$ cat src/rtl/mem_arbiter_pkg.sv
// Shared constants and types for the I/D-cache memory arbiter.
// Owner ids are also the values stored in the outstanding-read FIFO.
package mem_arbiter_pkg;

  localparam int unsigned ADDR_BITS = 28;
  localparam int unsigned DATA_BITS = 128;
  localparam int unsigned MASK_BITS = DATA_BITS / 8;
  localparam int unsigned BEATS     = 4;
  localparam int unsigned MAX_OUTST = 4;

  localparam logic OWNER_IC = 1'b0;
  localparam logic OWNER_DC = 1'b1;

  typedef enum logic [1:0] {
    StIdle,
    StReqLock,
    StDataLock
  } arb_state_e;

  typedef struct packed {
    logic                 valid;
    logic [ADDR_BITS-1:0] addr;
    logic                 rw;
    logic                 data_valid;
    logic [DATA_BITS-1:0] data_bits;
    logic [MASK_BITS-1:0] data_mask;
  } mem_req_t;

endpackage

$ cat src/rtl/mem_owner_fifo.sv
// 1-bit synchronous FIFO holding the owner of each outstanding read.
// A push into a full FIFO is accepted when a pop frees the slot in the same cycle.
module mem_owner_fifo #(
  parameter int unsigned Depth = 4
) (
  input  logic clk,
  input  logic reset,
  input  logic push,
  input  logic push_owner,
  input  logic pop,
  output logic head,
  output logic full,
  output logic empty
);

  localparam int unsigned PtrBits = $clog2(Depth);
  localparam logic [PtrBits:0] PtrOne = (PtrBits + 1)'(1);

  logic [Depth-1:0] mem_q;
  logic [PtrBits:0] wr_q, rd_q;
  logic             do_push, do_pop;

  assign empty   = (wr_q == rd_q);
  assign full    = (wr_q[PtrBits] != rd_q[PtrBits]) &&
                   (wr_q[PtrBits-1:0] == rd_q[PtrBits-1:0]);
  assign do_pop  = pop && !empty;
  assign do_push = push && (!full || do_pop);
  assign head    = mem_q[rd_q[PtrBits-1:0]];

  always_ff @(posedge clk) begin
    if (reset) begin
      mem_q <= '0;
      wr_q  <= '0;
      rd_q  <= '0;
    end else begin
      if (do_push) begin
        mem_q[wr_q[PtrBits-1:0]] <= push_owner;
        wr_q                     <= wr_q + PtrOne;
      end
      if (do_pop) begin
        rd_q <= rd_q + PtrOne;
      end
    end
  end

endmodule

$ cat src/rtl/mem_arbiter.sv
// Shares one memory port between the I-cache and D-cache: round-robin grant locked until
// the request (and write data) handshake, read responses steered back by an owner FIFO.
module mem_arbiter
  import mem_arbiter_pkg::*;
(
  input  logic                 clk,
  input  logic                 reset,
  input  logic                 ic_mem_req_valid,
  output logic                 ic_mem_req_ready,
  input  logic [ADDR_BITS-1:0] ic_mem_req_addr,
  input  logic                 ic_mem_req_rw,
  input  logic                 ic_mem_req_data_valid,
  output logic                 ic_mem_req_data_ready,
  input  logic [DATA_BITS-1:0] ic_mem_req_data_bits,
  input  logic [MASK_BITS-1:0] ic_mem_req_data_mask,
  output logic                 ic_mem_resp_valid,
  output logic [DATA_BITS-1:0] ic_mem_resp_data,
  input  logic                 dc_mem_req_valid,
  output logic                 dc_mem_req_ready,
  input  logic [ADDR_BITS-1:0] dc_mem_req_addr,
  input  logic                 dc_mem_req_rw,
  input  logic                 dc_mem_req_data_valid,
  output logic                 dc_mem_req_data_ready,
  input  logic [DATA_BITS-1:0] dc_mem_req_data_bits,
  input  logic [MASK_BITS-1:0] dc_mem_req_data_mask,
  output logic                 dc_mem_resp_valid,
  output logic [DATA_BITS-1:0] dc_mem_resp_data,
  output logic                 mem_req_valid,
  input  logic                 mem_req_ready,
  output logic [ADDR_BITS-1:0] mem_req_addr,
  output logic                 mem_req_rw,
  output logic                 mem_req_data_valid,
  input  logic                 mem_req_data_ready,
  output logic [DATA_BITS-1:0] mem_req_data_bits,
  output logic [MASK_BITS-1:0] mem_req_data_mask,
  input  logic                 mem_resp_valid,
  input  logic [DATA_BITS-1:0] mem_resp_data
);

  localparam int unsigned BeatBits = $clog2(BEATS);
  localparam logic [BeatBits-1:0] BeatLast = BeatBits'(BEATS - 1);
  localparam logic [BeatBits-1:0] BeatOne  = BeatBits'(1);

  arb_state_e          st_q, st_d;
  logic                grant_q, grant_d, rr_q, rr_d, data_done_q, data_done_d;
  logic [BeatBits-1:0] beat_q, beat_d;
  mem_req_t            req_ic, req_dc, req_sel;
  logic                sel, req_phase, data_phase, fwd_data, stall;
  logic                req_fire, data_fire, resp_hit, push, pop;
  logic                fifo_head, fifo_full, fifo_empty;

  assign req_ic = '{valid: ic_mem_req_valid, addr: ic_mem_req_addr, rw: ic_mem_req_rw,
                    data_valid: ic_mem_req_data_valid, data_bits: ic_mem_req_data_bits,
                    data_mask: ic_mem_req_data_mask};
  assign req_dc = '{valid: dc_mem_req_valid, addr: dc_mem_req_addr, rw: dc_mem_req_rw,
                    data_valid: dc_mem_req_data_valid, data_bits: dc_mem_req_data_bits,
                    data_mask: dc_mem_req_data_mask};
  assign req_sel = (sel == OWNER_DC) ? req_dc : req_ic;

  always_comb begin
    sel        = grant_q;
    req_phase  = 1'b0;
    data_phase = 1'b0;
    unique case (st_q)
      StIdle: begin
        req_phase = ic_mem_req_valid | dc_mem_req_valid;
        if (ic_mem_req_valid && dc_mem_req_valid) sel = rr_q;
        else                                      sel = dc_mem_req_valid ? OWNER_DC : OWNER_IC;
      end
      StReqLock:  req_phase  = 1'b1;
      StDataLock: data_phase = 1'b1;
      default: ;
    endcase
  end

  // Write data is not re-sent once it was taken ahead of the request handshake.
  assign fwd_data  = data_phase | (req_phase & req_sel.rw & ~data_done_q);
  assign resp_hit  = ~reset & mem_resp_valid & ~fifo_empty;
  assign pop       = resp_hit & (beat_q == BeatLast);
  assign stall     = req_phase & ~req_sel.rw & fifo_full & ~pop;
  assign req_fire  = ~reset & req_phase & req_sel.valid & ~stall & mem_req_ready;
  assign data_fire = ~reset & fwd_data & req_sel.data_valid & mem_req_data_ready;
  assign push      = req_fire & ~req_sel.rw;

  always_comb begin
    st_d        = st_q;
    grant_d     = grant_q;
    rr_d        = rr_q;
    data_done_d = data_done_q;
    beat_d      = beat_q;
    if (req_phase) begin
      grant_d = sel;
      if (req_fire) begin
        rr_d        = ~rr_q;
        data_done_d = 1'b0;
        st_d        = (req_sel.rw && !data_done_q && !data_fire) ? StDataLock : StIdle;
      end else begin
        st_d = StReqLock;
        if (data_fire) data_done_d = 1'b1;
      end
    end else if (data_phase && data_fire) begin
      st_d = StIdle;
    end
    if (resp_hit) beat_d = beat_q + BeatOne;
  end

  always_ff @(posedge clk) begin
    if (reset) begin
      st_q        <= StIdle;
      grant_q     <= OWNER_IC;
      rr_q        <= OWNER_DC;
      data_done_q <= 1'b0;
      beat_q      <= '0;
    end else begin
      st_q        <= st_d;
      grant_q     <= grant_d;
      rr_q        <= rr_d;
      data_done_q <= data_done_d;
      beat_q      <= beat_d;
    end
  end

  mem_owner_fifo #(
    .Depth(MAX_OUTST)
  ) u_owner_fifo (
    .clk       (clk),
    .reset     (reset),
    .push      (push),
    .push_owner(sel),
    .pop       (pop),
    .head      (fifo_head),
    .full      (fifo_full),
    .empty     (fifo_empty)
  );

  always_comb begin
    mem_req_valid         = 1'b0;
    mem_req_addr          = '0;
    mem_req_rw            = 1'b0;
    mem_req_data_valid    = 1'b0;
    mem_req_data_bits     = '0;
    mem_req_data_mask     = '0;
    ic_mem_req_ready      = 1'b0;
    dc_mem_req_ready      = 1'b0;
    ic_mem_req_data_ready = 1'b0;
    dc_mem_req_data_ready = 1'b0;
    ic_mem_resp_valid     = 1'b0;
    dc_mem_resp_valid     = 1'b0;
    ic_mem_resp_data      = '0;
    dc_mem_resp_data      = '0;
    if (!reset) begin
      mem_req_valid = req_phase & req_sel.valid & ~stall;
      if (req_phase) begin
        mem_req_addr = req_sel.addr;
        mem_req_rw   = req_sel.rw;
      end
      if (fwd_data) begin
        mem_req_data_valid = req_sel.data_valid;
        mem_req_data_bits  = req_sel.data_bits;
        mem_req_data_mask  = req_sel.data_mask;
      end
      ic_mem_req_ready      = req_fire & (sel == OWNER_IC);
      dc_mem_req_ready      = req_fire & (sel == OWNER_DC);
      ic_mem_req_data_ready = data_fire & (sel == OWNER_IC);
      dc_mem_req_data_ready = data_fire & (sel == OWNER_DC);
      ic_mem_resp_valid     = resp_hit & (fifo_head == OWNER_IC);
      dc_mem_resp_valid     = resp_hit & (fifo_head == OWNER_DC);
      ic_mem_resp_data      = mem_resp_data;
      dc_mem_resp_data      = mem_resp_data;
    end
  end

  // A beat with nothing outstanding is dropped; flag it so protocol errors are visible.
  assert property (@(posedge clk) disable iff (reset) !(mem_resp_valid && fifo_empty))
    else $warning("mem_arbiter: response beat with no outstanding read dropped");

endmodule

$ cat config.mk
export PLATFORM = sky130hd
export DESIGN_NAME = mem_arbiter
export DESIGN_NICKNAME = d
export VERILOG_FILES = /design/src/rtl/mem_arbiter_pkg.sv /design/src/rtl/mem_owner_fifo.sv /design/src/rtl/mem_arbiter.sv
export SDC_FILE = /design/constraint.sdc
export NUM_CORES = 1
export LEC_CHECK = 0
export CORE_AREA = 2 2 360 362
export DETAILED_ROUTE_END_ITERATION = 8
export DIE_AREA = 0 0 362 364
export PLACE_DENSITY_LB_ADDON = 0.3
export REMOVE_ABC_BUFFERS = 1
export SETUP_SLACK_MARGIN = 0.5
export SLEW_MARGIN = 20
export SYNTH_ARGS = -nofsm -noshare
export SYNTH_HDL_FRONTEND = slang
export SYNTH_SLANG_ARGS = --single-unit
$ cat constraint.sdc
create_clock -name clk -period 4.9 [get_ports clk]
set_input_delay 1.47 -clock clk [delete_from_list [all_inputs] [get_ports clk]]
set_output_delay 1.47 -clock clk [all_outputs]
set_load 0.05 [all_outputs]
==> impl_results.md <==
* Outcome: completed
* Row Count at about 130
* Die footprint at 132000 sq um
* Initial antenna violation count at between 100 and 150
* Routability congestion estimate at between 0.8 and 0.9
* Final setup fails at 0
* Pwr per Cell Area at around 220 nW/um^2
* Most common cell in the synthesized netlist: nand2_1
* Max-Cap Viols at 0
* Clk slew on worst S/H paths at ~0.050 ns
* Netlist cell types at 42
* Cells along the critical path: buf_12 > a311oi_4 > a21oi_4 > o32a_4 > buf_12 > buf_12 > buf_16 > a21oi_4 > buf_4 > buf_8
* Final count of pins violating max slew at 0
* Tmin final at around 4.6 ns
* Sequential area share after synthesis at approximately 6.5%
* CP arrival at ~3.2 ns
* Number of synthesized flops with an enable pin at 0
* Max VDD drop at between 80 and 90 uV
* Critical path buffers and inverters at 6
* Largest net degree at the start of global routing at 60
* Met1 Wirelength at between 40000 and 50000 microns
* Final hold violation count at 0
* Critical-path top delay cell: a311oi_4
* Clk_lat worst skew at between 0.2 and 0.3 ns
* Layout area overhead at 334%
* I/O pins at 920
* Final period util at ~94%
* Final ANT Viol Nets at 0
* H-tree depth at 1
* CTS root buf: clkbuf_16
* Hold_buf cts at 0
* Die H at about 360 microns
* Residual DRC count at 0
* HP Class: reg -> reg
* Final Util at 17.8%
* Nets at 2362
* Startpoint Class: primary input
* Yosys reg bits at 17
* CTS buffer count at 3
* Ys Warns at 0
* Clk sink count at 17
* Vias/cell at ~3.1
* Layout cells sized above 1 at about 45%
* Yosys top cell area share at 24.8%
* Cell area after synthesis at 5270 sq um
* CTS tree: done
* Port buffer count at roughly 920
* Leakage power at ~10 nW
* DP HPWL at 93900 microns
* Worst EP required at ~3.4 ns
* Initial DRC Count at 450
* CP max FO at 6
* Vias after detailed routing at between 10000 and 15000
* Initial Util at between 4 and 5%
* Met2 wire len at approximately 53000 microns
* Wire per inst at about 31 microns
* CP Capture Type: output pin
* Top routing layer in use: met5
* Crit path kind: in -> out
* Vias in the first global route at approximately 11000
* Worst Tran Pin Value at between 0.7 and 0.8 ns
* FFs w/ async S/R, synth at 0%
* Met3 wire len at roughly 13000 microns
* Worst path top cell family by delay: buffers and inverters
* Core ar. at between 100000 and 150000 sq um
* Dominant synthesized flop cell: dfxtp_1
* Hold Worst Slack at 0.488 ns
* Post-Syn Area per Cell at roughly 5.5 sq um
* Gr ovfl total at 0
* RSZ-0062 raised after global routing: true
* Drt total wl at 112000 microns
* Crit-path most repeated cell: buf_12
* Fmax at approximately 0.22 GHz
* Syn Inst Count at roughly 960
* Yosys top cell by area: nand2_1
* DRT Pass-1 Iters at 6
* Top area cells in the synthesized netlist: nand2_1, buf_4, a21oi_1
* Max clock buf depth at 2
* First-pass GRT wire length at about 130000 microns
* Max-slew headroom at 52.7%
* GRT Total Usage at 15.9%
* Die W at between 300 and 400 microns
* Critical Path Max Stage Delay at ~0.35 ns
* Layout Skew at between 0.003 and 0.004 ns
* Synth top cells by count: nand2_1, a21oi_1, buf_4
## stage by stage
step	instance area [sq um]	power (mW)	setup TNS [ns]	worst slack, ns	std cells
2_1_floorplan	3970	1.58	-721.34	-4.87	753
3_3_place_gp	17200	3.55	-45.76	-0.522	3453
3_5_place_dp	17200	3.51	-47.87	-0.534	3453
4_1_cts	21100	4.77	0	0.279	3525
5_1_grt	22800	5.17	0	0.246	3551
6_report	22900	5.00	0	0.285	3567
## cells by family after synthesis
family | synth area share, %
muxes | 1.38
xor gates and xnor gates | 1.33
DFF | 6.46
adders and majority gates | 1.42
and+or+nand+nor | 43.4
AOI/OAI and AO/OA | 20.8
buffers and inverters | 25.2
## flip-flops by register name, indices dropped and copies added (netlist names)
name	count
u_owner_fifo.rd_q	3
data_done_q	1
u_owner_fifo.mem_q	4
rr_q	1
u_owner_fifo.wr_q	3
st_q	2
beat_q	2
grant_q	1
## cells in the final DEF, fill, tap and decap left out, types with 2 or more instances in the layout
cell and n:
nor2_1 17, buf_16 42, nand2b_1 2, a31oi_4 2, buf_8 29, dfxtp_1 17
clkbuf_16 8, xor2_1 5, xnor2_1 3, nand2_8 8, buf_4 174, dlymetal6s2s_1 126
nand2_2 62, nor3_1 3, nor3b_1 2, nand2_4 77, inv_1 5, buf_6 76
a21oi_1 10, ha_1 6, nor4_4 3, nor2b_1 128, clkdlybuf4s50_1 479, a21oi_4 151
a21oi_2 16, diode_2 20, nand2_1 201, mux2i_1 5, buf_12 182, a311oi_1 4
## timing repair
item,4_1_cts,5_1_grt
endpoints found under the hold margin,0,0
pin swaps,115,90
endpoints found under the setup margin,294,306
setup buffers,36,17
gates cloned,32,5
resized for setup,577,363
## metal layers
layer	global-route usage, %	vias to the layer above
li1	-	4822
met1	18.5	5190
met2	27.2	621
met3	8.14	218
met4	0.678	114
met5	0	-
## report_power, final
group          leakage, nW  total (mW)  switching (mW)  internal [mW]
Sequential           0.138       0.155          0.0102          0.145
Combinational         9.84        4.67            2.68           1.99
Clock               0.0372       0.173          0.0622          0.110
## worst paths after layout
check	from	end	slack (ns)	cells past startpoint
max reg2reg	st_q[0]	u_owner_fifo.mem_q[3]	2.36	7
max	dc_mem_req_valid	mem_req_data_bits[76]	0.28	10
min	rr_q	rr_q	0.49	1
min reg2reg	rr_q	rr_q	0.49	1
## area by class of cell
cell class                 instances  area [sq um]
inverter                           6          22.5
clock inverter                     1          7.51
clock buffer                       3          75.1
antenna                           20          50.0
multi-input combinational        730          6360
timing repair buffer            1115         13900
fill                           14200        105000
tap                             1675          2100
sequential                        17           340
(Power assumes the default switching activity.)
